===== config.mk =====
export PLATFORM = sky130hd
export DESIGN_NAME = gauss_run_ctrl_flat
export DESIGN_NICKNAME = d
export VERILOG_FILES = /design/src/rtl/gauss_run_ctrl_if.sv /design/src/rtl/gauss_run_ctrl.sv /design/src/flat_wrapper.sv
export SDC_FILE = /design/constraint.sdc
export NUM_CORES = 1
export LEC_CHECK = 0
export CAP_MARGIN = 20
export CORE_MARGIN = 3
export CORE_UTILIZATION = 54
export CTS_CLUSTER_DIAMETER = 100
export CTS_CLUSTER_SIZE = 8
export DETAILED_ROUTE_END_ITERATION = 8
export HOLD_SLACK_MARGIN = 0.05
export PLACE_DENSITY = 0.92
export SLEW_MARGIN = 0
export SYNTH_ARGS = -nofsm -noshare
export SYNTH_HDL_FRONTEND = slang
export SYNTH_SLANG_ARGS = --single-unit

===== constraint.sdc =====
create_clock -name ap_clk -period 6.4 [get_ports ap_clk]
set_clock_uncertainty 0.2 [all_clocks]
set_input_delay 1.28 -clock ap_clk [delete_from_list [all_inputs] [get_ports ap_clk]]
set_output_delay 1.28 -clock ap_clk [all_outputs]
set_load 0.05 [all_outputs]

===== src/rtl/gauss_run_ctrl_if.sv =====
// gauss_run_ctrl_if: start/status, AXI-lite config write channels and stream beat strobes of the run controller.
interface gauss_run_ctrl_if;
    logic        start;
    logic        busy;
    logic        done;
    logic        err;
    logic        awvalid;
    logic [4:0]  awaddr;
    logic        awready;
    logic        wvalid;
    logic [31:0] wdata;
    logic [3:0]  wstrb;
    logic        wready;
    logic        bvalid;
    logic        bready;
    logic        in_fire;
    logic        in_tlast;
    logic        out_fire;

    modport master (
        input  start, awready, wready, bvalid, in_fire, out_fire,
        output busy, done, err, awvalid, awaddr, wvalid, wdata, wstrb, bready, in_tlast
    );

    modport slave (
        output start, awready, wready, bvalid, in_fire, out_fire,
        input  busy, done, err, awvalid, awaddr, wvalid, wdata, wstrb, bready, in_tlast
    );
endinterface


===== src/rtl/gauss_run_ctrl.sv =====
// gauss_run_ctrl: writes ap_start over AXI-lite, then counts one frame of in/out stream beats.
// Define GAUSS_RUN_CTRL_TIMEOUT_EN to add the idle watchdog and its ERR exit.
module gauss_run_ctrl #(
    parameter int FRAME_IN  = 1024,
    parameter int FRAME_OUT = 1024,
    parameter int TIMEOUT   = 4095
) (
    input logic             ap_clk,
    input logic             ap_rst_n,
    gauss_run_ctrl_if.master bus
);
    typedef enum logic [2:0] {IDLE, CFG, RESP, RUN, DONE, ERR} state_t;

    localparam logic [15:0] IN_MAX   = 16'(FRAME_IN);
    localparam logic [15:0] IN_LAST  = 16'(FRAME_IN - 1);
    localparam logic [15:0] OUT_MAX  = 16'(FRAME_OUT);
    localparam logic [15:0] OUT_LAST = 16'(FRAME_OUT - 1);

    state_t      state;
    logic [15:0] in_cnt, out_cnt;
    logic        busy_q, done_q, awvalid_q, wvalid_q, bready_q;
    logic        in_full, out_full, expired;

    // Look at the counts as they will be after this edge so DONE follows the final beat directly.
    assign in_full  = in_cnt == IN_MAX || (bus.in_fire && in_cnt == IN_LAST);
    assign out_full = out_cnt == OUT_MAX || (bus.out_fire && out_cnt == OUT_LAST);

`ifdef GAUSS_RUN_CTRL_TIMEOUT_EN
    logic [11:0] wd;
    logic        activity, watched, err_q;
    assign activity = bus.awready | bus.wready | bus.bvalid | bus.in_fire | bus.out_fire;
    assign watched  = state == CFG || state == RESP || state == RUN;
    assign expired  = watched && !activity && wd == 12'(TIMEOUT - 1);
    always_ff @(posedge ap_clk or negedge ap_rst_n) begin
        if (!ap_rst_n) begin
            wd    <= '0;
            err_q <= 1'b0;
        end else begin
            wd    <= (watched && !activity && !expired) ? wd + 12'd1 : 12'd0;
            err_q <= (state == IDLE && bus.start) ? 1'b0 : (expired ? 1'b1 : err_q);
        end
    end
    assign bus.err = err_q;
`else
    assign expired = 1'b0;
    assign bus.err = 1'b0;
`endif

    always_ff @(posedge ap_clk or negedge ap_rst_n) begin
        if (!ap_rst_n) begin
            state     <= IDLE;
            in_cnt    <= '0;
            out_cnt   <= '0;
            busy_q    <= 1'b0;
            done_q    <= 1'b0;
            awvalid_q <= 1'b0;
            wvalid_q  <= 1'b0;
            bready_q  <= 1'b0;
        end else begin
            done_q <= 1'b0;
            if (expired) begin
                state     <= ERR;
                awvalid_q <= 1'b0;
                wvalid_q  <= 1'b0;
                bready_q  <= 1'b0;
            end else begin
                case (state)
                    IDLE: if (bus.start) begin
                        state     <= CFG;
                        busy_q    <= 1'b1;
                        awvalid_q <= 1'b1;
                        wvalid_q  <= 1'b1;
                        in_cnt    <= '0;
                        out_cnt   <= '0;
                    end
                    CFG: begin
                        if (bus.awready) awvalid_q <= 1'b0;
                        if (bus.wready) wvalid_q <= 1'b0;
                        if ((!awvalid_q || bus.awready) && (!wvalid_q || bus.wready)) begin
                            state    <= RESP;
                            bready_q <= 1'b1;
                        end
                    end
                    RESP: if (bus.bvalid) begin
                        state    <= RUN;
                        bready_q <= 1'b0;
                    end
                    RUN: begin
                        in_cnt  <= in_cnt + {15'd0, bus.in_fire && in_cnt != IN_MAX};
                        out_cnt <= out_cnt + {15'd0, bus.out_fire && out_cnt != OUT_MAX};
                        if (in_full && out_full) begin
                            state  <= DONE;
                            done_q <= 1'b1;
                        end
                    end
                    default: begin
                        state  <= IDLE;
                        busy_q <= 1'b0;
                    end
                endcase
            end
        end
    end

    assign bus.busy     = busy_q;
    assign bus.done     = done_q;
    assign bus.awvalid  = awvalid_q;
    assign bus.awaddr   = 5'h00;
    assign bus.wvalid   = wvalid_q;
    assign bus.wdata    = wvalid_q ? 32'h1 : 32'h0;
    assign bus.wstrb    = wvalid_q ? 4'hF : 4'h0;
    assign bus.bready   = bready_q;
    assign bus.in_tlast = state == RUN && in_cnt == IN_LAST;
endmodule

===== src/flat_wrapper.sv =====
// flat-port wrapper written by rule: the top's interface ports become plain ports
module gauss_run_ctrl_flat 
#(
    parameter int FRAME_IN  = 1024,
    parameter int FRAME_OUT = 1024,
    parameter int TIMEOUT   = 4095
)
  (ap_clk, ap_rst_n, bus_start, bus_awready, bus_wready, bus_bvalid, bus_in_fire, bus_out_fire, bus_busy, bus_done, bus_err, bus_awvalid, bus_awaddr, bus_wvalid, bus_wdata, bus_wstrb, bus_bready, bus_in_tlast);
  gauss_run_ctrl_if bus_i ();
  input logic ap_clk;
  input logic ap_rst_n;
  input wire logic [$bits(bus_i.start)-1:0] bus_start;
  input wire logic [$bits(bus_i.awready)-1:0] bus_awready;
  input wire logic [$bits(bus_i.wready)-1:0] bus_wready;
  input wire logic [$bits(bus_i.bvalid)-1:0] bus_bvalid;
  input wire logic [$bits(bus_i.in_fire)-1:0] bus_in_fire;
  input wire logic [$bits(bus_i.out_fire)-1:0] bus_out_fire;
  output wire logic [$bits(bus_i.busy)-1:0] bus_busy;
  output wire logic [$bits(bus_i.done)-1:0] bus_done;
  output wire logic [$bits(bus_i.err)-1:0] bus_err;
  output wire logic [$bits(bus_i.awvalid)-1:0] bus_awvalid;
  output wire logic [$bits(bus_i.awaddr)-1:0] bus_awaddr;
  output wire logic [$bits(bus_i.wvalid)-1:0] bus_wvalid;
  output wire logic [$bits(bus_i.wdata)-1:0] bus_wdata;
  output wire logic [$bits(bus_i.wstrb)-1:0] bus_wstrb;
  output wire logic [$bits(bus_i.bready)-1:0] bus_bready;
  output wire logic [$bits(bus_i.in_tlast)-1:0] bus_in_tlast;
  assign bus_i.start = bus_start;
  assign bus_i.awready = bus_awready;
  assign bus_i.wready = bus_wready;
  assign bus_i.bvalid = bus_bvalid;
  assign bus_i.in_fire = bus_in_fire;
  assign bus_i.out_fire = bus_out_fire;
  assign bus_busy = bus_i.busy;
  assign bus_done = bus_i.done;
  assign bus_err = bus_i.err;
  assign bus_awvalid = bus_i.awvalid;
  assign bus_awaddr = bus_i.awaddr;
  assign bus_wvalid = bus_i.wvalid;
  assign bus_wdata = bus_i.wdata;
  assign bus_wstrb = bus_i.wstrb;
  assign bus_bready = bus_i.bready;
  assign bus_in_tlast = bus_i.in_tlast;
  gauss_run_ctrl #(.FRAME_IN(FRAME_IN), .FRAME_OUT(FRAME_OUT), .TIMEOUT(TIMEOUT)) u_core (.ap_clk(ap_clk), .ap_rst_n(ap_rst_n), .bus(bus_i));
endmodule

# Yosys cells after proc, flatten, opt, wreduce, memory -nomap -nowiden

Index checks and enable logic that the tools add are counted.
Widths: inputs -> output; s select.

Bits in registers: 40
Input port bits: 8
Output and inout bits: 48
Logic and storage cells: 71

Add/sub/neg operators: 2
Equality and inequality tests: 15
Muxes and demuxes: 21
Bitwise gates (word level): 1
Reduce and logical (&&, ||, !) cells: 24

Operator list:

| operator             | count |
|---|---|
| $pmux 16 s2          | 2 |
| $add 16x1->16        | 2 |
| $eq 16x10->1 const B | 2 |
| $eq 16x11->1 const B | 2 |
| $ne 16x11->1 const B | 2 |
| $mux 16              | 1 |
| $mux 3               | 4 |
| $pmux 3 s4           | 1 |
| $reduce_and 3->1     | 3 |
| $mux 1               | 8 |
| $ne 2x2->1 const B   | 4 |
| $pmux 1 s2           | 4 |
| $logic_and 1x1->1    | 7 |
| $eq 3x2->1 const B   | 2 |
| $reduce_bool 2->1    | 3 |
| $logic_or 1x1->1     | 4 |
| $mux 4               | 1 |
| $ne 2x1->1 const B   | 2 |
| $reduce_and 2->1     | 2 |
| $reduce_and 4->1     | 1 |
| $eq 3x1->1 const B   | 1 |
| $logic_not 3->1      | 1 |
| $reduce_or 3->1      | 1 |
| $logic_not 1->1      | 2 |
| $not 1->1            | 1 |

# Longest topological paths before layout

Depth in word-level cells: 6
Depth in mapped cells: 10
Mapped depth without buffers: 10

# Worst setup path after synthesis

Ideal clock, no wire load.

Kind: register -> output
Start: reg u_core.state[0]
End: out bus_in_tlast
Arrival: 1563 ps
Required time: 4920 ps
Slack: 3357 ps
Stages on the path, launching flop included: 6
Path buffers: 2
Cell sequence: dfrtp_1 > buf_2 > nand2_1 > nor2_2 > clkbuf_1 > and3_1

Word-level cells in the longest chain between the ends: 2

RTL lines:

| what                     | RTL line              | RTL |
|---|---|---|
| start: declaration       | gauss_run_ctrl.sv:19  | `state_t state;` |
| start signal: assignment | gauss_run_ctrl.sv:51  | `state <= IDLE;` |
| start signal: assignment | gauss_run_ctrl.sv:62  | `state <= ERR;` |
| start signal: assignment | gauss_run_ctrl.sv:69  | `state <= CFG;` |
| $eq 3x2->1               | gauss_run_ctrl.sv:113 | `assign bus.in_tlast = state == RUN && in_cnt == IN_LAST;` |
| $logic_and 1x1->1        | gauss_run_ctrl.sv:113 |  |
| end: declaration         | flat_wrapper.sv:27    | `output wire logic [$bits(bus_i.in_tlast)-1:0] bus_in_tlast;` |

No other way between the ends.

# Worst setup path in the final report

Ends and elaborated chain as after synthesis.

==> impl_metrics.toml <==
[detailed_routing]
met1_length_um = 2040
vias_per_cell = 5.79
vias = 1996
top_layer = "met4"
drc = 0
postRouteWirelength_um = 4700
wl_met2_um = 2240
first_pass_iters = 4
drt_iter0_drc = 162
ant_nets = 0
dr_wl_met3_um = 347
routedWlPerCell_um = 13.6

[synth]
synth_top_family_by_area = "simple AND/OR/NAND/NOR gates"
muxShareOfSynthArea_pct = 1.21
synth_edf_count = 0
synth.yosys.warnings = 0
synth_xor_area_share_pct = 0
async_reset_ff_share_pct = 100
ys_seq_area_share_pct = 40.4
yosys.area_share.adder_pct = 2.02
synth_cell_type_count = 41
synth_compound_area_share_pct = 15.4
synthCells = 285
syn_area_per_cell_um2 = 8.68
synth_seq_cells = 40
synth_ff_type = "dfrtp_1"
syn_area_um2 = 2470
synthSimpleGateAreaFrac_pct = 25.1

[floorplan]
die_h_um = 73.7
fp.dieW_um = 73.7
core_area_um2 = 4200
pin_count = 56
start_util_pct = 58.9
num_rows = 23
dieArea_um2 = 5430

[clocking]
cts.path.max_buffers = 2
clock-sinks = 40
clk_latency_ns = 0.30
numCtsBuffers = 5
clkTransAtPathRegs_ns = 0.07
post_cts.repair.setup_buffers = 0
root_buffer = "clkbuf_8"
post_cts_resized = 0
hold_buffers = 0
cts_tree = "built"
htreeDepth = 2

[grt]
grt_overflow = 0
grt_pass1_vias = 1781
grt_first_pass_wirelength_um = 7940
grt_max_degree = 41
grt_usage_pct = 18.3
antenna_found_initial = 0

[layout]
fin_nets = 306
fill_cells = 350
final_cell_mix = "dfrtp_1, conb_1, o21ai_0"
fin_util_pct = 62.0
syn_to_final_growth_pct = 5.31
final_common_cell = "dfrtp_1"
instances_no_fill = 345
diodes = 0
final_cell_area_um2 = 2610
layout-drive-gt1-share_pct = 5.42

[power_and_ir_drop]
irDropWorstVdd_uv = 138
pwr-share-comb_pct = 20.1
switching_share_pct = 34.5
internal_power_uw = 468
power_density_nw_per_um2 = 274
switching_power_uw = 246
p_leak_nw = 1.14
p_total_uw = 714
power_frac_seq_pct = 48.3
clkPwrFrac_pct = 31.6

[sta]
maxClockFrequency_ghz = 0.250
hold_viol = 0
period_share_pct = 62.6
slew_headroom_pct = 41.2
period_needed_ns = 4.01
setup-tns-final_ns = 0
worst_pin_slew_ns = 0.882
drv_slew = 0
grt_setup_unrepaired = "false"
setup_violations = 0

[status]
outcome = "completed"

[setup_path]
path_class = "flop to primary output"
path_max_fanout = 19
start_kind = "flop"
end_kind = "primary output"
arrival_ns = 2.53
required_ns = 4.92

[placed_design]
dpl.cell_count = 337
gp_congestion = 0.807
post-dp-hpwl_um = 3260
placed_area_um2 = 2480
io_buffers = 18

[hold_path]
min_path_type = "flop to flop"

[flow_run]
maxCapViolations = 0
==> per-stage QoR <==
step / hold slack, ns / setup WS (ns)
floorplan: 0.246 / 3.36
global placement: 0.269 / 2.71
detailed placement: 0.287 / 2.69
CTS: 0.301 / 2.36
global route: 0.335 / 2.24
finish: 0.294 / 2.39
==> Yosys cell counts, types with 3 or more instances <==
library cell   n  area, um^2
a21oi_1       11        55.1
a31oi_1        4        25.0
and2_1         3        18.8
and3_1         5        31.3
buf_4         43         323
clkbuf_1       5        18.8
dfrtp_1       40        1000
ha_1           4        50.1
inv_1          5        18.8
mux2i_1        3        30.0
nand2_1       29         109
nand3_1       26         130
nand4_1       11        68.8
nor2_1        17        63.8
nor3_1         4        20.0
o211ai_1       5        37.5
o21ai_0       34         170
o31ai_1        6        45.0
==> state kept, by name (all words and copies together), names as in the netlist <==
name,cells
u_core.state,3
u_core.bus.done,1
u_core.bus.busy,1
u_core.bus.awvalid,1
u_core.out_cnt,16
u_core.bus.bready,1
u_core.bus.wvalid,1
u_core.in_cnt,16
==> critical path, cell delays in order (launching register included) <==
cell	delay, ns
dfrtp_1	0.52
nand2_1	0.11
nor2_2	0.54
and3_1	0.26
clkdlybuf4s50_1	0.80
==> power by group through the flow <==
stage	Sequential (mW)	Combinational, mW	Clock, mW
floorplan	0.330	0.142	0
global placement	0.346	0.135	0
detailed placement	0.347	0.143	0
CTS	0.342	0.144	0.228
global route	0.353	0.162	0.238
finish	0.345	0.144	0.225
==> path summary, 6_finish.rpt <==
path                                     from                 end  slack (ns)  cells past startpoint
max                           u_core.state[0]        bus_in_tlast        2.39                      4
min                        u_core.out_cnt[15]  u_core.out_cnt[15]        0.29                      1
max reg2reg                 u_core.in_cnt[10]   u_core.in_cnt[12]        3.82                     10
min reg2reg                u_core.out_cnt[15]  u_core.out_cnt[15]        0.29                      1
max in group asynchronous            ap_rst_n   u_core.out_cnt[5]        4.54                      1
min in group asynchronous            ap_rst_n    u_core.in_cnt[9]        0.89                      1
==> per-layer routing <==
| layer | up-vias | track usage (%) |
|---|---|---|
| li1 | 955 | - |
| met5 | - | 0 |
| met2 | 87 | 29.0 |
| met1 | 945 | 24.9 |
| met3 | 9 | 4.24 |
| met4 | 0 | 5.63 |
==> layout make-up <==
class	instances	area, um^2	area share (%)
inverters	5	18.8	0.720
well taps	50	62.6	2.40
clock buffers	7	96.3	3.70
repair buffers	18	175	6.72
multi-input cells	224	1220	46.9
flip-flops and latches	40	1000	38.4
clock inverters	1	30.0	1.15
==> logic make-up (layout without fill, tap and decap cells) <==
kind of cell | after synthesis | after routing
AO/OA/AOI/OAI | 66 | 66
adder cells (fa/ha/maj) | 4 | 4
buffers and inverters | 57 | 31
flip-flops | 40 | 40
multiplexers | 3 | 3
other | 1 | 37
AND/OR/NAND/NOR | 114 | 114
Power figures use the tool's default switching activity.
